### src/rtl/alu_sequencer.sv
// rtl/alu_sequencer.sv - instruction sequencer / control unit driving the 64-bit ALU
//
// Fetches 64-bit instruction words over a req/ack handshake, decodes them into
// ALU operands, and commits ALU results to a 16x64 register file, a two-entry
// flag history and the program counter.
//
// Ports:
//   clock, reset_n           clock (rising edge) and asynchronous active-low reset
//   imem_req/imem_addr       fetch request and word address (= PC)
//   imem_ack/imem_data       fetch response; data valid while ack=1
//   alu_instr..alu_F2        registered ALU inputs, updated only in DECODE
//   alu_C/F3/addrch/naddr    ALU results, captured at the end of EXEC
//   halted                   high once a halt or illegal opcode has committed

module alu_sequencer #(
  parameter logic [63:0] RESET_PC = 64'd0
) (
  input  logic        clock,
  input  logic        reset_n,
  output logic        imem_req,
  output logic [63:0] imem_addr,
  input  logic        imem_ack,
  input  logic [63:0] imem_data,
  output logic [5:0]  alu_instr,
  output logic [63:0] alu_A,
  output logic [63:0] alu_B,
  output logic [63:0] alu_reg8,
  output logic [31:0] alu_value,
  output logic        alu_highlow,
  output logic        alu_F1,
  output logic        alu_F2,
  input  logic [63:0] alu_C,
  input  logic        alu_F3,
  input  logic        alu_addrch,
  input  logic [63:0] alu_naddr,
  output logic        halted
);

  typedef enum logic [2:0] {
    S_FETCH,
    S_DECODE,
    S_EXEC,
    S_WB,
    S_HALT
  } state_t;

  state_t      state;
  logic [63:0] pc;
  logic        f1;
  logic        f2;
  logic [63:0] regs [16];

  // Latched instruction fields; bits [31:15] of the word carry nothing.
  logic [5:0]  ir_op;
  logic [3:0]  ir_rd;
  logic [3:0]  ir_rs;
  logic        ir_hl;
  logic [31:0] ir_val;

  // ALU results captured at the end of EXEC.
  logic [63:0] c_q;
  logic        f3_q;
  logic        addrch_q;
  logic [63:0] naddr_q;

  logic unused_ir_bits;
  assign unused_ir_bits = ^imem_data[31:15];

  // Commit decision for the instruction currently in WB.
  logic [63:0] pc_inc;
  logic [63:0] wb_pc;
  logic        wb_halt;
  logic        wb_reg_we;
  logic        wb_flag_we;
  logic [63:0] wb_reg_data;

  always_comb begin
    pc_inc      = pc + 64'd1;
    wb_pc       = pc_inc;
    wb_halt     = 1'b0;
    wb_reg_we   = 1'b0;
    wb_flag_we  = 1'b0;
    wb_reg_data = c_q;
    case (ir_op)
      6'd0, 6'd1, 6'd2, 6'd3, 6'd4, 6'd5, 6'd16, 6'd17: begin
        wb_reg_we = 1'b1;
      end
      6'd8, 6'd9, 6'd10, 6'd11, 6'd12, 6'd13: begin
        wb_flag_we = 1'b1;
      end
      6'd14, 6'd15: begin
        wb_pc = addrch_q ? naddr_q : pc_inc;
      end
      6'd6: begin
        // Jump-and-link: the link value is the fall-through address.
        wb_reg_we   = 1'b1;
        wb_reg_data = pc_inc;
        wb_pc       = naddr_q;
      end
      6'd7: begin
        wb_pc = naddr_q;
      end
      default: begin
        // Opcode 63 and every unassigned opcode stop the sequencer; PC holds.
        wb_halt = 1'b1;
        wb_pc   = pc;
      end
    endcase
  end

  always_ff @(posedge clock or negedge reset_n) begin
    if (!reset_n) begin
      state       <= S_FETCH;
      pc          <= RESET_PC;
      f1          <= 1'b0;
      f2          <= 1'b0;
      for (int i = 0; i < 16; i++) begin
        regs[i] <= '0;
      end
      ir_op       <= '0;
      ir_rd       <= '0;
      ir_rs       <= '0;
      ir_hl       <= 1'b0;
      ir_val      <= '0;
      c_q         <= '0;
      f3_q        <= 1'b0;
      addrch_q    <= 1'b0;
      naddr_q     <= '0;
      imem_req    <= 1'b0;
      imem_addr   <= RESET_PC;
      alu_instr   <= '0;
      alu_A       <= '0;
      alu_B       <= '0;
      alu_reg8    <= '0;
      alu_value   <= '0;
      alu_highlow <= 1'b0;
      alu_F1      <= 1'b0;
      alu_F2      <= 1'b0;
      halted      <= 1'b0;
    end else begin
      case (state)
        S_FETCH: begin
          // An ack only counts while the request is actually out.
          if (imem_req && imem_ack) begin
            ir_op    <= imem_data[5:0];
            ir_rd    <= imem_data[9:6];
            ir_rs    <= imem_data[13:10];
            ir_hl    <= imem_data[14];
            ir_val   <= imem_data[63:32];
            imem_req <= 1'b0;
            state    <= S_DECODE;
          end else begin
            // Raises the request on the first edge after reset release.
            imem_req <= 1'b1;
          end
        end

        S_DECODE: begin
          alu_instr   <= ir_op;
          alu_A       <= regs[ir_rd];
          alu_B       <= regs[ir_rs];
          alu_reg8    <= regs[8];
          alu_value   <= ir_val;
          alu_highlow <= ir_hl;
          alu_F1      <= f1;
          alu_F2      <= f2;
          state       <= S_EXEC;
        end

        S_EXEC: begin
          c_q      <= alu_C;
          f3_q     <= alu_F3;
          addrch_q <= alu_addrch;
          naddr_q  <= alu_naddr;
          state    <= S_WB;
        end

        S_WB: begin
          if (wb_reg_we) begin
            regs[ir_rd] <= wb_reg_data;
          end
          if (wb_flag_we) begin
            f2 <= f1;
            f1 <= f3_q;
          end
          pc        <= wb_pc;
          imem_addr <= wb_pc;
          if (wb_halt) begin
            halted   <= 1'b1;
            imem_req <= 1'b0;
            state    <= S_HALT;
          end else begin
            // Request goes out in the very next cycle for zero-wait fetch.
            imem_req <= 1'b1;
            state    <= S_FETCH;
          end
        end

        S_HALT: begin
          imem_req <= 1'b0;
          halted   <= 1'b1;
        end

        default: begin
          imem_req <= 1'b0;
          halted   <= 1'b1;
          state    <= S_HALT;
        end
      endcase
    end
  end

endmodule

### config.mk
export PLATFORM = sky130hd
export DESIGN_NAME = alu_sequencer
export DESIGN_NICKNAME = d
export VERILOG_FILES = /design/src/rtl/alu_sequencer.sv
export SDC_FILE = /design/constraint.sdc
export NUM_CORES = 2
export LEC_CHECK = 0
export ABC_AREA = 0
export ABC_CLOCK_PERIOD_IN_PS = 3200
export CORE_ASPECT_RATIO = 0.6
export CORE_UTILIZATION = 45
export CTS_CLUSTER_DIAMETER = 100
export CTS_CLUSTER_SIZE = 30
export DETAILED_ROUTE_END_ITERATION = 8
export HOLD_SLACK_MARGIN = 0.05
export MAX_ROUTING_LAYER = met4
export PLACE_DENSITY = 0.68
export SYNTH_ARGS = -nofsm -noshare
export SYNTH_HDL_FRONTEND = slang
export SYNTH_SLANG_ARGS = --single-unit
export TNS_END_PERCENT = 5
### constraint.sdc
create_clock -name clock -period 3.2 [get_ports clock]
set_input_delay 0.48 -clock clock [delete_from_list [all_inputs] [get_ports clock]]
set_output_delay 0.48 -clock clock [all_outputs]
set_load 0.005 [all_outputs]
After elaboration in Yosys (flattened, before gate mapping) --
Index checks and enable logic that the tools add are counted.
Word-level totals: output and inout bits 299, bits in registers 1505, input port bits 197
Cells by class: eq/ne operators 23, multiplexer cells 22, $lt $le $gt $ge 3, reduce and logical (&&, ||, !) cells 19, $add $sub $neg 1, bitwise gates (word level) 4
Operators with widths (number):
- $bwmux W1024 | 1
- $bmux W64 S4 | 2
- $mux W64 | 7
- $demux W64 S4 | 1
- $pmux W64 S3 | 1
- $add A64 B1 Y64 const B | 1
- $eq A6 B4 Y1 const B | 8
- $eq A6 B3 Y1 const B | 4
- $reduce_or A18 Y1 | 1
- $pmux W3 S5 | 1
- $reduce_or A14 Y1 | 1
- $eq A6 B2 Y1 const B | 2
- $eq A6 B5 Y1 const B | 2
- $reduce_and A2 Y1 | 6
- $ge A5 B5 Y1 const B | 2
- $not A4 Y5 | 2
- $reduce_or A9 Y1 | 1
- $eq A3 B2 Y1 const B | 2
- $eq A6 B1 Y1 const B | 1
- $logic_not A6 Y1 | 1
- $mux W3 | 2
- $reduce_or A2 Y1 | 3
- $reduce_or A6 Y1 | 1
- $lt A5 B1 Y1 const B | 1
- 11 further kinds | 18

Longest topological paths before layout --
depth after elaboration 6, depth in mapped cells 11, depth with buffers taken out 7

Worst setup path before layout --
OpenSTA, ideal clock, no wires.
kind reg-to-reg, start point register pc[3], end point register regs[951] (netlist bit), stages on the path, launching flop included 10, library setup time 151 ps, path slack 200 ps, arrival time 2849 ps, buffers on the path 3, data required time 3049 ps, cells stage by stage dfrtp_1 buf_2 nand4_1 or2_2 buf_2 or4_1 nor4_1 mux2i_1 buf_2 a31oi_1
On the way: word-level cells in the longest chain between the ends 3
RTL lines:
- start, declared | RTL line 48 | logic [63:0] pc;
- start signal, assigned | RTL line 186 | pc <= wb_pc;
- $add A64 B1 Y64 | RTL line 78 | pc_inc = pc + 64'd1;
- $mux W64 | RTL line 84 | case (ir_op)
- $bwmux W1024 | RTL line 180 | regs[ir_rd] <= wb_reg_data;
- end signal, assigned by index | RTL line 180
- end, declared | RTL line 51 | logic [63:0] regs [16];
No other way between the ends. A chain may end at the register's enable or synchronous reset.

Worst setup path in the final report --
start point register pc[15], end point register regs[702] (netlist bit)
The elaborated chain is that of the path after synthesis.

==> results.cfg <==
[floorplan]
chipHeight_um = 313
pin_count = 496
die_x_um = 521
die_area_um2 = 163000
core_area_um2 = 159000
initial_core_util_pct = 45.6
rows = 113

[sta]
slew_headroom_pct = 15.0
worstMarginPinSlew_ps = 1270
setup_viol = 0
hold_slack_ps = 230
final_max_slew_viol_count = 0
grt_setup_unrepaired = true
period_minus_slack_ps = 3090
fin_crit_sh_pct = 96.6
finClkSkew_ps = 59.5
hold_viol = 0
fmax_ghz = 0.323

[logic_synthesis]
yosysWarnings = 0
syn_inst = 5971
yosysUniqueCellTypes = 60
ys.flop_type = dfrtp_1
synth_top_cell_area_share_pct = 51.9
synthesis.area_um2 = 72600
ys_ff_latch = 1505
synth_edf_count = 0
synth_area_leaders = dfrtp_1 (52%), mux4_2 (20%), o21ai_0 (7.0%), mux2_2 (6.3%), nand2_1 (5.7%)
syn_nets = 6169
avgSynthCellArea_um2 = 12.2
ys_seq_area_share_pct = 51.9
synth_area_leader_cell = dfrtp_1
ys_async_sr_fraction_pct = 100

[layout]
areaGrowthSynthToFinish_pct = 14.9
layout.nets = 6471
layout-drive-gt1-share_pct = 24.1
fin_cells = 8412
nFillCells = 13571

[placement]
globalplace.congestion = 0.973
io_buffer_count = 478
dp_hpwl_um = 149000
place_inst = 8340

[power_and_ir_drop]
power_density_nw_per_um2 = 633
seq_power_share_pct = 45.0
ir_worst_vdd_uv = 389
p_clk_share_pct = 18.0
cell_internal_pwr_uw = 33700
switchingPower_uw = 19100
combPwrFrac_pct = 37.0
leakage_uw = 0.0346
p_sw_share_pct = 36.2

[global_routing]
grt_overflow = 0
track_usage_pct = 28.1
grt_pass1_wl_um = 336000
grt_max_degree = 168
antenna_found_initial = 7
grt_pass1_vias = 51342

[clock_tree]
numCtsBuffers = 57
clk_pin_slew_ps = 130
clockBufferDepth = 3
cts.sinks = 1505
root_buffer = clkbuf_16
worst_skew_pair.late_latency_ps = 760
h-tree-depth = 2
cts_tree = done

[setup_path]
required_ps = 3800
crit_type = reg2reg
worstPathMaxFanout = 16
startpoint_type = flop
worstPathArrival_ps = 3690
crit_path_end_kind = flop
r2r_slack_ps = 110

[routing]
wire_per_inst_um = 26.3
num_vias = 51835
drtIter0Drc = 5682
firstDrtPassIters = 6
routed_wl_um = 222000
drc = 0
vias_per_cell = 6.16
drtAntennaViolNets = 0

[hold_path]
min_path_type = in2async

[status]
outcome = finished, final reports clean

[flow_run]
drv_cap = 0
[what timing repair did]
action	in CTS	in global routing
setup endpoints to repair	35	111
resized for setup	3	13
hold endpoints to repair	326	0
pin swaps	0	0
setup buffers	0	0
hold buffers	1	0
[power by group through the flow]
stage	registers (uW)	logic [uW]	clock network [uW]
after floorplan	22900	12200	0
after global placement	24000	19400	0
after detailed placement	24100	19600	0
after CTS	23700	19700	9760
after global routing	24100	20800	10300
final	23800	19500	9510
[cells in the mapped netlist (all sizes together) (31+ instances only)]
cell type,n
mux4,640
nand3,59
o31ai,62
mux2i,31
nand4,37
nor4,35
buf,84
dfrtp,1505
nand2,1099
nor2,108
clkbuf,475
nor3,46
o21ai,1024
mux2,409
a21oi,91
[sequential cells by signal, indices dropped and copies added (netlist names), 3 cells and up]
register,cells
naddr_q,64
alu_A,64
state,3
c_q,64
alu_value,32
alu_instr,6
pc,64
ir_rs,4
ir_op,6
ir_val,32
alu_reg8,64
ir_rd,4
alu_B,64
regs,1024
[metrics by stage]
step           power [uW]  util [%]  cell area (um^2)  setup TNS, ps  setup WS, ps
2_1_floorplan       35100         -             72600              0           200
3_3_place_gp        43400      51.4             81800          -2530          -116
3_5_place_dp        43700      51.4             81800          -3010          -157
4_1_cts             53200      52.4             83400              0          13.9
5_1_grt             55200      52.4             83500              0          9.46
6_report            52800      52.4             83500              0           108
[layer usage]
layer | up-vias | wire [um] | GRT usage, %
li1 | 22368 | - | -
met1 | 26944 | 93700 | 39.6
met4 | 0 | 5030 | 6.37
met2 | 2250 | 105000 | 42.7
met5 | - | 0 | -
met3 | 273 | 18400 | 5.09
[critical path: stages (launching register included)]
cell and delay, ps:
dfrtp_1 390, nand3_2 200, or4_4 650, or3_1 490
o41a_1 410, o31ai_2 380, buf_4 290, o21ai_0 120
[path summary, 6_finish.rpt]
kind,start,end,depth (start not counted)
min in group clock,imem_data[3],ir_op[3],3
hold / removal,reset_n,alu_B[3],2
hold reg to reg,halted,halted,1
setup / recovery,pc[15],regs[702],7
max in group asynchronous,reset_n,regs[140],3
setup reg to reg,pc[15],regs[702],7
[layout by cell type, fill, tap and decap left out, types with 7 or more instances in the layout]
cell,netlist,final
a21oi_1,91,91
a22oi_1,9,9
a2bb2oi_1,15,15
a31o_2,16,15
a31oi_1,29,29
and3_1,22,22
buf_12,0,92
buf_4,0,231
clkbuf_16,0,59
clkdlybuf4s50_1,0,477
dfrtp_1,1505,1498
dfrtp_4,0,7
inv_1,19,19
mux2_2,409,409
mux2i_1,31,25
mux4_2,640,640
nand2_1,1099,1085
nand2_4,0,12
nand2b_1,8,8
nand3_1,58,53
nand4_1,37,37
nor2_1,108,108
nor3_1,45,45
nor4_1,35,30
o21ai_0,1023,1020
o22ai_1,17,17
o31ai_1,58,57
or3_1,19,19
or4_1,14,14
xnor2_1,29,29
xor2_1,8,7
[final cells by class]
class / instances / area [um^2] / share of cell area, %
Timing Repair Buffer: 802 / 8390 / 10.1
Sequential cell: 1505 / 37700 / 45.2
Inverter: 20 / 80.1 / 0.0959
Clock inverter: 6 / 81.3 / 0.0974
Multi-Input combinational cell: 3887 / 33100 / 39.6
Clock buffer: 63 / 1490 / 1.79
Antenna cell: 2 / 5.00 / 0.00600
Tap cell: 2127 / 2660 / 3.19
[cells by family after synthesis]
logic type	share of synthesized area, %
and+or+nand+nor	8.42
AOI/OAI and AO/OA	9.61
buffers and inverters	3.03
DFF	51.9
xor gates and xnor gates	0.446
adders and majority gates	0.0172
muxes	26.6
Power figures use the tool's default switching activity.
